[src/rtl/multicycle_control.sv]
// multicycle_control: Moore control FSM for a multicycle RV32I datapath.
// Define CTL_TIMEOUT_EN to trap on handshakes lasting MEM_TIMEOUT cycles.
module multicycle_control #(
   parameter int MEM_TIMEOUT = 255,
   parameter int STATE_W     = 3
) (
   input  logic               clk,
   input  logic               rst_n,
   input  logic [6:0]         opcode,
   input  logic               imem_ready,
   input  logic               dmem_ready,
   output logic               imem_req,
   output logic               dmem_req,
   output logic               ir_write,
   output logic               pc_write,
   output logic               reg_write,
   output logic               mem_read,
   output logic               mem_write,
   output logic               mem_to_reg,
   output logic               alu_src_1,
   output logic               alu_src_2,
   output logic               out_sel,
   output logic               branch,
   output logic [1:0]         alu_op,
   output logic               illegal,
   output logic               timeout,
   output logic [STATE_W-1:0] state_dbg
);

   localparam logic       CTL_ALU_SRC1_RS1 = 1'b0;
   localparam logic       CTL_ALU_SRC1_PC  = 1'b1;
   localparam logic       CTL_ALU_SRC2_RS2 = 1'b0;
   localparam logic       CTL_ALU_SRC2_IMM = 1'b1;
   localparam logic       CTL_OUT_ALU      = 1'b0;
   localparam logic       CTL_OUT_IMM      = 1'b1;
   localparam logic [1:0] CTL_ALU_ADD      = 2'd0;
   localparam logic [1:0] CTL_ALU_BRANCH   = 2'd1;
   localparam logic [1:0] CTL_ALU_OP       = 2'd2;
   localparam logic [1:0] CTL_ALU_OPIMM    = 2'd3;

   localparam logic [6:0] OPC_LOAD   = 7'b0000011;
   localparam logic [6:0] OPC_OP_IMM = 7'b0010011;
   localparam logic [6:0] OPC_AUIPC  = 7'b0010111;
   localparam logic [6:0] OPC_STORE  = 7'b0100011;
   localparam logic [6:0] OPC_OP     = 7'b0110011;
   localparam logic [6:0] OPC_LUI    = 7'b0110111;
   localparam logic [6:0] OPC_BRANCH = 7'b1100011;
   localparam logic [6:0] OPC_JALR   = 7'b1100111;
   localparam logic [6:0] OPC_JAL    = 7'b1101111;

   typedef enum logic [2:0] {
      S_IDLE   = 3'd0,
      S_FETCH  = 3'd1,
      S_DECODE = 3'd2,
      S_EXEC   = 3'd3,
      S_MEM    = 3'd4,
      S_WB     = 3'd5,
      S_TRAP   = 3'd6
   } state_e;

   state_e     state_q, state_d;
   logic [6:0] op_q, op_d;
   logic       illegal_q, illegal_d;
   logic       timeout_q, timeout_d;
   logic       wait_hit;

   logic is_load, is_store, is_branch, is_lui, is_jump;

   function automatic logic legal_op(input logic [6:0] op);
      case (op)
         OPC_LOAD, OPC_OP_IMM, OPC_AUIPC,
         OPC_STORE, OPC_OP, OPC_LUI,
         OPC_BRANCH, OPC_JALR, OPC_JAL: legal_op = 1'b1;
         default:                       legal_op = 1'b0;
      endcase
   endfunction

   assign is_load   = (op_q == OPC_LOAD);
   assign is_store  = (op_q == OPC_STORE);
   assign is_branch = (op_q == OPC_BRANCH);
   assign is_lui    = (op_q == OPC_LUI);
   assign is_jump   = (op_q == OPC_JAL) || (op_q == OPC_JALR);

`ifdef CTL_TIMEOUT_EN
   logic [15:0] wait_q, wait_d;

   // Any cycle that is not a stalled handshake clears the count.
   always_comb begin
      wait_d = '0;
      if ((state_q == S_FETCH && !imem_ready) ||
          (state_q == S_MEM && !dmem_ready))
         wait_d = wait_q + 16'd1;
   end

   assign wait_hit = (wait_q == 16'(MEM_TIMEOUT - 1));

   always_ff @(posedge clk or negedge rst_n) begin
      if (!rst_n) wait_q <= '0;
      else        wait_q <= wait_d;
   end
`else
   assign wait_hit = 1'b0;
`endif

   always_ff @(posedge clk or negedge rst_n) begin
      if (!rst_n) begin
         state_q   <= S_IDLE;
         op_q      <= '0;
         illegal_q <= 1'b0;
         timeout_q <= 1'b0;
      end else begin
         state_q   <= state_d;
         op_q      <= op_d;
         illegal_q <= illegal_d;
         timeout_q <= timeout_d;
      end
   end

   always_comb begin
      state_d   = state_q;
      op_d      = op_q;
      illegal_d = illegal_q;
      timeout_d = timeout_q;
      unique case (state_q)
         S_IDLE: state_d = S_FETCH;
         S_FETCH: begin
            if (imem_ready) begin
               state_d = S_DECODE;
            end else if (wait_hit) begin
               state_d   = S_TRAP;
               timeout_d = 1'b1;
            end
         end
         S_DECODE: begin
            op_d = opcode;
            if (legal_op(opcode)) begin
               state_d = S_EXEC;
            end else begin
               state_d   = S_TRAP;
               illegal_d = 1'b1;
            end
         end
         S_EXEC: begin
            if (is_load || is_store) state_d = S_MEM;
            else if (is_branch)      state_d = S_FETCH;
            else                     state_d = S_WB;
         end
         S_MEM: begin
            if (dmem_ready) begin
               state_d = is_load ? S_WB : S_FETCH;
            end else if (wait_hit) begin
               state_d   = S_TRAP;
               timeout_d = 1'b1;
            end
         end
         S_WB:    state_d = S_FETCH;
         default: state_d = state_q;
      endcase
   end

   // Strobes come from state and op_q; only handshake pulses see ready.
   always_comb begin
      imem_req   = 1'b0;
      dmem_req   = 1'b0;
      ir_write   = 1'b0;
      pc_write   = 1'b0;
      reg_write  = 1'b0;
      mem_read   = 1'b0;
      mem_write  = 1'b0;
      mem_to_reg = 1'b0;
      alu_src_1  = CTL_ALU_SRC1_RS1;
      alu_src_2  = CTL_ALU_SRC2_RS2;
      out_sel    = CTL_OUT_ALU;
      branch     = 1'b0;
      alu_op     = CTL_ALU_ADD;
      unique case (state_q)
         S_FETCH: begin
            imem_req = 1'b1;
            ir_write = imem_ready;
         end
         S_EXEC: begin
            case (op_q)
               OPC_OP_IMM: begin
                  alu_src_2 = CTL_ALU_SRC2_IMM;
                  alu_op    = CTL_ALU_OPIMM;
               end
               OPC_AUIPC, OPC_JAL: begin
                  alu_src_1 = CTL_ALU_SRC1_PC;
                  alu_src_2 = CTL_ALU_SRC2_IMM;
               end
               OPC_OP: alu_op = CTL_ALU_OP;
               OPC_LUI: begin
                  alu_src_2 = CTL_ALU_SRC2_IMM;
                  out_sel   = CTL_OUT_IMM;
               end
               OPC_BRANCH: begin
                  alu_op   = CTL_ALU_BRANCH;
                  branch   = 1'b1;
                  pc_write = 1'b1;
               end
               default: alu_src_2 = CTL_ALU_SRC2_IMM;
            endcase
         end
         S_MEM: begin
            dmem_req  = 1'b1;
            mem_read  = is_load;
            mem_write = is_store;
            pc_write  = is_store && dmem_ready;
         end
         S_WB: begin
            reg_write  = 1'b1;
            pc_write   = 1'b1;
            mem_to_reg = is_load;
            branch     = is_jump;
            out_sel    = is_lui ? CTL_OUT_IMM : CTL_OUT_ALU;
         end
         default: ;
      endcase
   end

   assign illegal   = illegal_q;
   assign timeout   = timeout_q;
   assign state_dbg = STATE_W'(state_q);

endmodule
[config.mk]
export PLATFORM = sky130hd
export DESIGN_NAME = multicycle_control
export DESIGN_NICKNAME = d
export VERILOG_FILES = /design/src/rtl/multicycle_control.sv
export SDC_FILE = /design/constraint.sdc
export NUM_CORES = 1
export LEC_CHECK = 0
export ABC_AREA = 1
export ABC_CLOCK_PERIOD_IN_PS = 2800
export BUFFER_PORTS_ARGS = -buffer_cell sky130_fd_sc_hd__buf_4
export CAP_MARGIN = 0
export CORE_UTILIZATION = 45
export CTS_CLUSTER_SIZE = 24
export DETAILED_ROUTE_END_ITERATION = 8
export PLACE_DENSITY = 0.77
export SETUP_SLACK_MARGIN = 0.02
export SLEW_MARGIN = 20
export SYNTH_ARGS = -nofsm -noshare
export SYNTH_HDL_FRONTEND = slang
export SYNTH_SLANG_ARGS = --single-unit
[constraint.sdc]
create_clock -name clk -period 2.8 [get_ports clk]
set_input_delay 0.14 -clock clk [delete_from_list [all_inputs] [get_ports clk]]
set_output_delay 0.14 -clock clk [all_outputs]
set_load 0.02 [all_outputs]
==> reports/metrics.cfg <==
[setup_path]
crit_arrival_ns=1.66
startpoint_type=flip-flop
crit_path_end_kind=output port
crit_path_max_incr_delay_ns=0.44
required_ns=2.66
crit_path_top_delay_cell=dfrtp_1
critical_path_class=reg2out
worstPathMaxFanout=7
crit_chain=nor3_4 -> nand2_2 -> nor3_2 -> nand2_1 -> nand3_1 -> buf_4

[placement]
dpl_worst_slack_ns=1.28
numPortBuffers=28
place_area_um2=1000
dp.cells=161
place_hpwl_um=1500
gp_congestion=0.865

[finish]
layout.nets=162
fillerInstances=150
fin_cells=166
drive_gt1_share_pct=30.0
antenna_cells=0
syn_to_final_growth_pct=31.4
design_area_um2=1040
finalCoreUtilization_pct=65.7

[timing]
drv_slew=0
period_share_pct=64.4
rsz0062_at_grt=false
timing.fmax_mhz=554
setup_viol=0
fin_crit_ns=1.80
fin_skew_ns=0.00157
worst_hold_slack_ns=0.0859
hold_viol_final=0
fin_setup_tns_ns=0
setup_slack_ns=0.996

[clock_tree]
cts_tree=yes
clockBufferDepth=2
cts_root_buffer=clkbuf_4
numCtsBuffers=3
insertion_delay_ns=0.26
cts.sinks=11
htreeDepth=1
ctsResizeCount=0
clk_pin_slew_ns=0.07
cts_setup_buffers=0

[grt]
grt_pass1_wl_um=2970
globalRouteMet1Util_pct=27.3
grt_start_max_net_pins=12
use_met3_pct=2.50
grt_busiest_layer=met2
grt_overflow=0
antenna_found_initial=0
grt_pass1_vias=743
met2_usage_pct=35.5
track_usage_pct=20.8

[floorplanning]
die_x_um=43.9
start_util_pct=50.0
core_area_um2=1580
die_h_um=43.9
ioPinCount=30
dieArea_um2=1920
rows=14

[synthesis]
ys_seq_area_share_pct=34.9
yosysWarnings=0
syn_area_per_cell_um2=6.62
syn_area_um2=788
synth_fp_nets=130
netlist_instances=119
yosysTopAreaCell=dfrtp_1
synth_top_cell_area_share_pct=34.9
ys_top_cells_by_area=dfrtp_1 35%, nand2_1 22%, nand3_1 6.3%
synth.distinct_cells=20
ys_ff_latch=11

[pwr]
combPwrFrac_pct=55.6
swShare_pct=50.4
total_leakage_power_nw=0.571
p_int_uw=482
pwr-share-seq_pct=33.8
pwr-share-clk_pct=10.5
ir_drop_mv=0.446
power_switching_uw=490
total_power_uw=972
powerDensity_nw_per_um2=938

[outcome]
outcome=finished with violations
violations=design-rule violations

[routing]
ant_nets=0
viasPerCell=5.09
post_drt_wl_per_cell_um=11.0
routed-via-count=845
drc_errors=4
drt_iter0_markers=21
dr.pass1.iters=6
finalWirelength_um=1820

[hold_path]
min_path_type=in2reg

[flow_run]
cap_violations=0

[cells in the mapped netlist]
cell,instances
nor2_2,5
nand3_1,10
nand2_2,2
clkinv_2,1
nor4_1,2
o21ai_0,7
dfrtp_1,11
buf_6,1
nor3_4,1
o21bai_4,1
inv_1,13
nor3_1,3
nor2_1,6
a21oi_1,2
buf_4,1
inv_2,2
conb_1,1
nand4_1,2
nand2_1,46
nor3_2,2
[what timing repair did]
item                                   CTS  global route
setup endpoints to repair                0             0
endpoints found under the hold margin   11             0
hold buffers                             1             0
[critical path: cells and delay by family (launching register included)]
family | cells | cell delay (ns)
flops | 1 | 0.44
simple gates | 5 | 0.81
buf+inv | 1 | 0.15
[kinds of logic (layout without fill, tap and decap cells)]
logic type	Yosys count	after routing	share of synthesized area, %
flops	11	11	34.9
simple gates	79	79	46.3
other cells	1	1	0.476
buf+inv	18	49	10.2
compound gates	10	10	8.10
[layer usage]
metal | wire [µm] | share of wire, %
met4 | 10 | 0.55
met5 | 0 | 0
met2 | 846 | 47
met1 | 870 | 48
met3 | 90 | 5.0
[sequential cells by signal, indices dropped and copies added (netlist names)]
| name | flops |
|---|---|
| illegal | 1 |
| op_q | 7 |
| state_dbg | 3 |
[cells in the final DEF (no fill, tap or decap), types with 3 or more instances in the layout]
| master | Yosys | final |
|---|---|---|
| buf_4 | 1 | 28 |
| clkbuf_4 | 0 | 3 |
| dfrtp_1 | 11 | 11 |
| inv_1 | 13 | 13 |
| nand2_1 | 46 | 46 |
| nand3_1 | 10 | 10 |
| nor2_1 | 6 | 6 |
| nor2_2 | 5 | 5 |
| nor3_1 | 3 | 3 |
| o21ai_0 | 7 | 7 |
[area by class of cell]
cell class	instances	area [µm²]	area share (%)
clock buffer	4	26.3	2.54
inverter	16	61.3	5.92
multi-input combinational	90	433	41.8
sequential	11	275	26.6
tap	16	20.0	1.93
timing repair buffer	29	220	21.3
[path summary, 6_finish.rpt]
check,start,to,slack [ns],cells past startpoint
max in group asynchronous,rst_n,op_q[5],2.41,2
max reg2reg,state_dbg[1],state_dbg[0],1.34,8
max,op_q[3],pc_write,1.0,6
min reg2reg,op_q[1],op_q[1],0.48,2
min in group asynchronous,rst_n,op_q[3],0.25,2
min,opcode[1],op_q[1],0.09,3
[power by group through the flow]
stage | logic [mW] | clock network (mW) | registers [mW]
CTS | 0.542 | 0.106 | 0.328
global placement | 0.533 | 0 | 0.325
detailed placement | 0.538 | 0 | 0.330
floorplan | 0.376 | 0 | 0.338
finish | 0.541 | 0.102 | 0.329
global route | 0.601 | 0.115 | 0.341
Power figures use the tool's default switching activity.
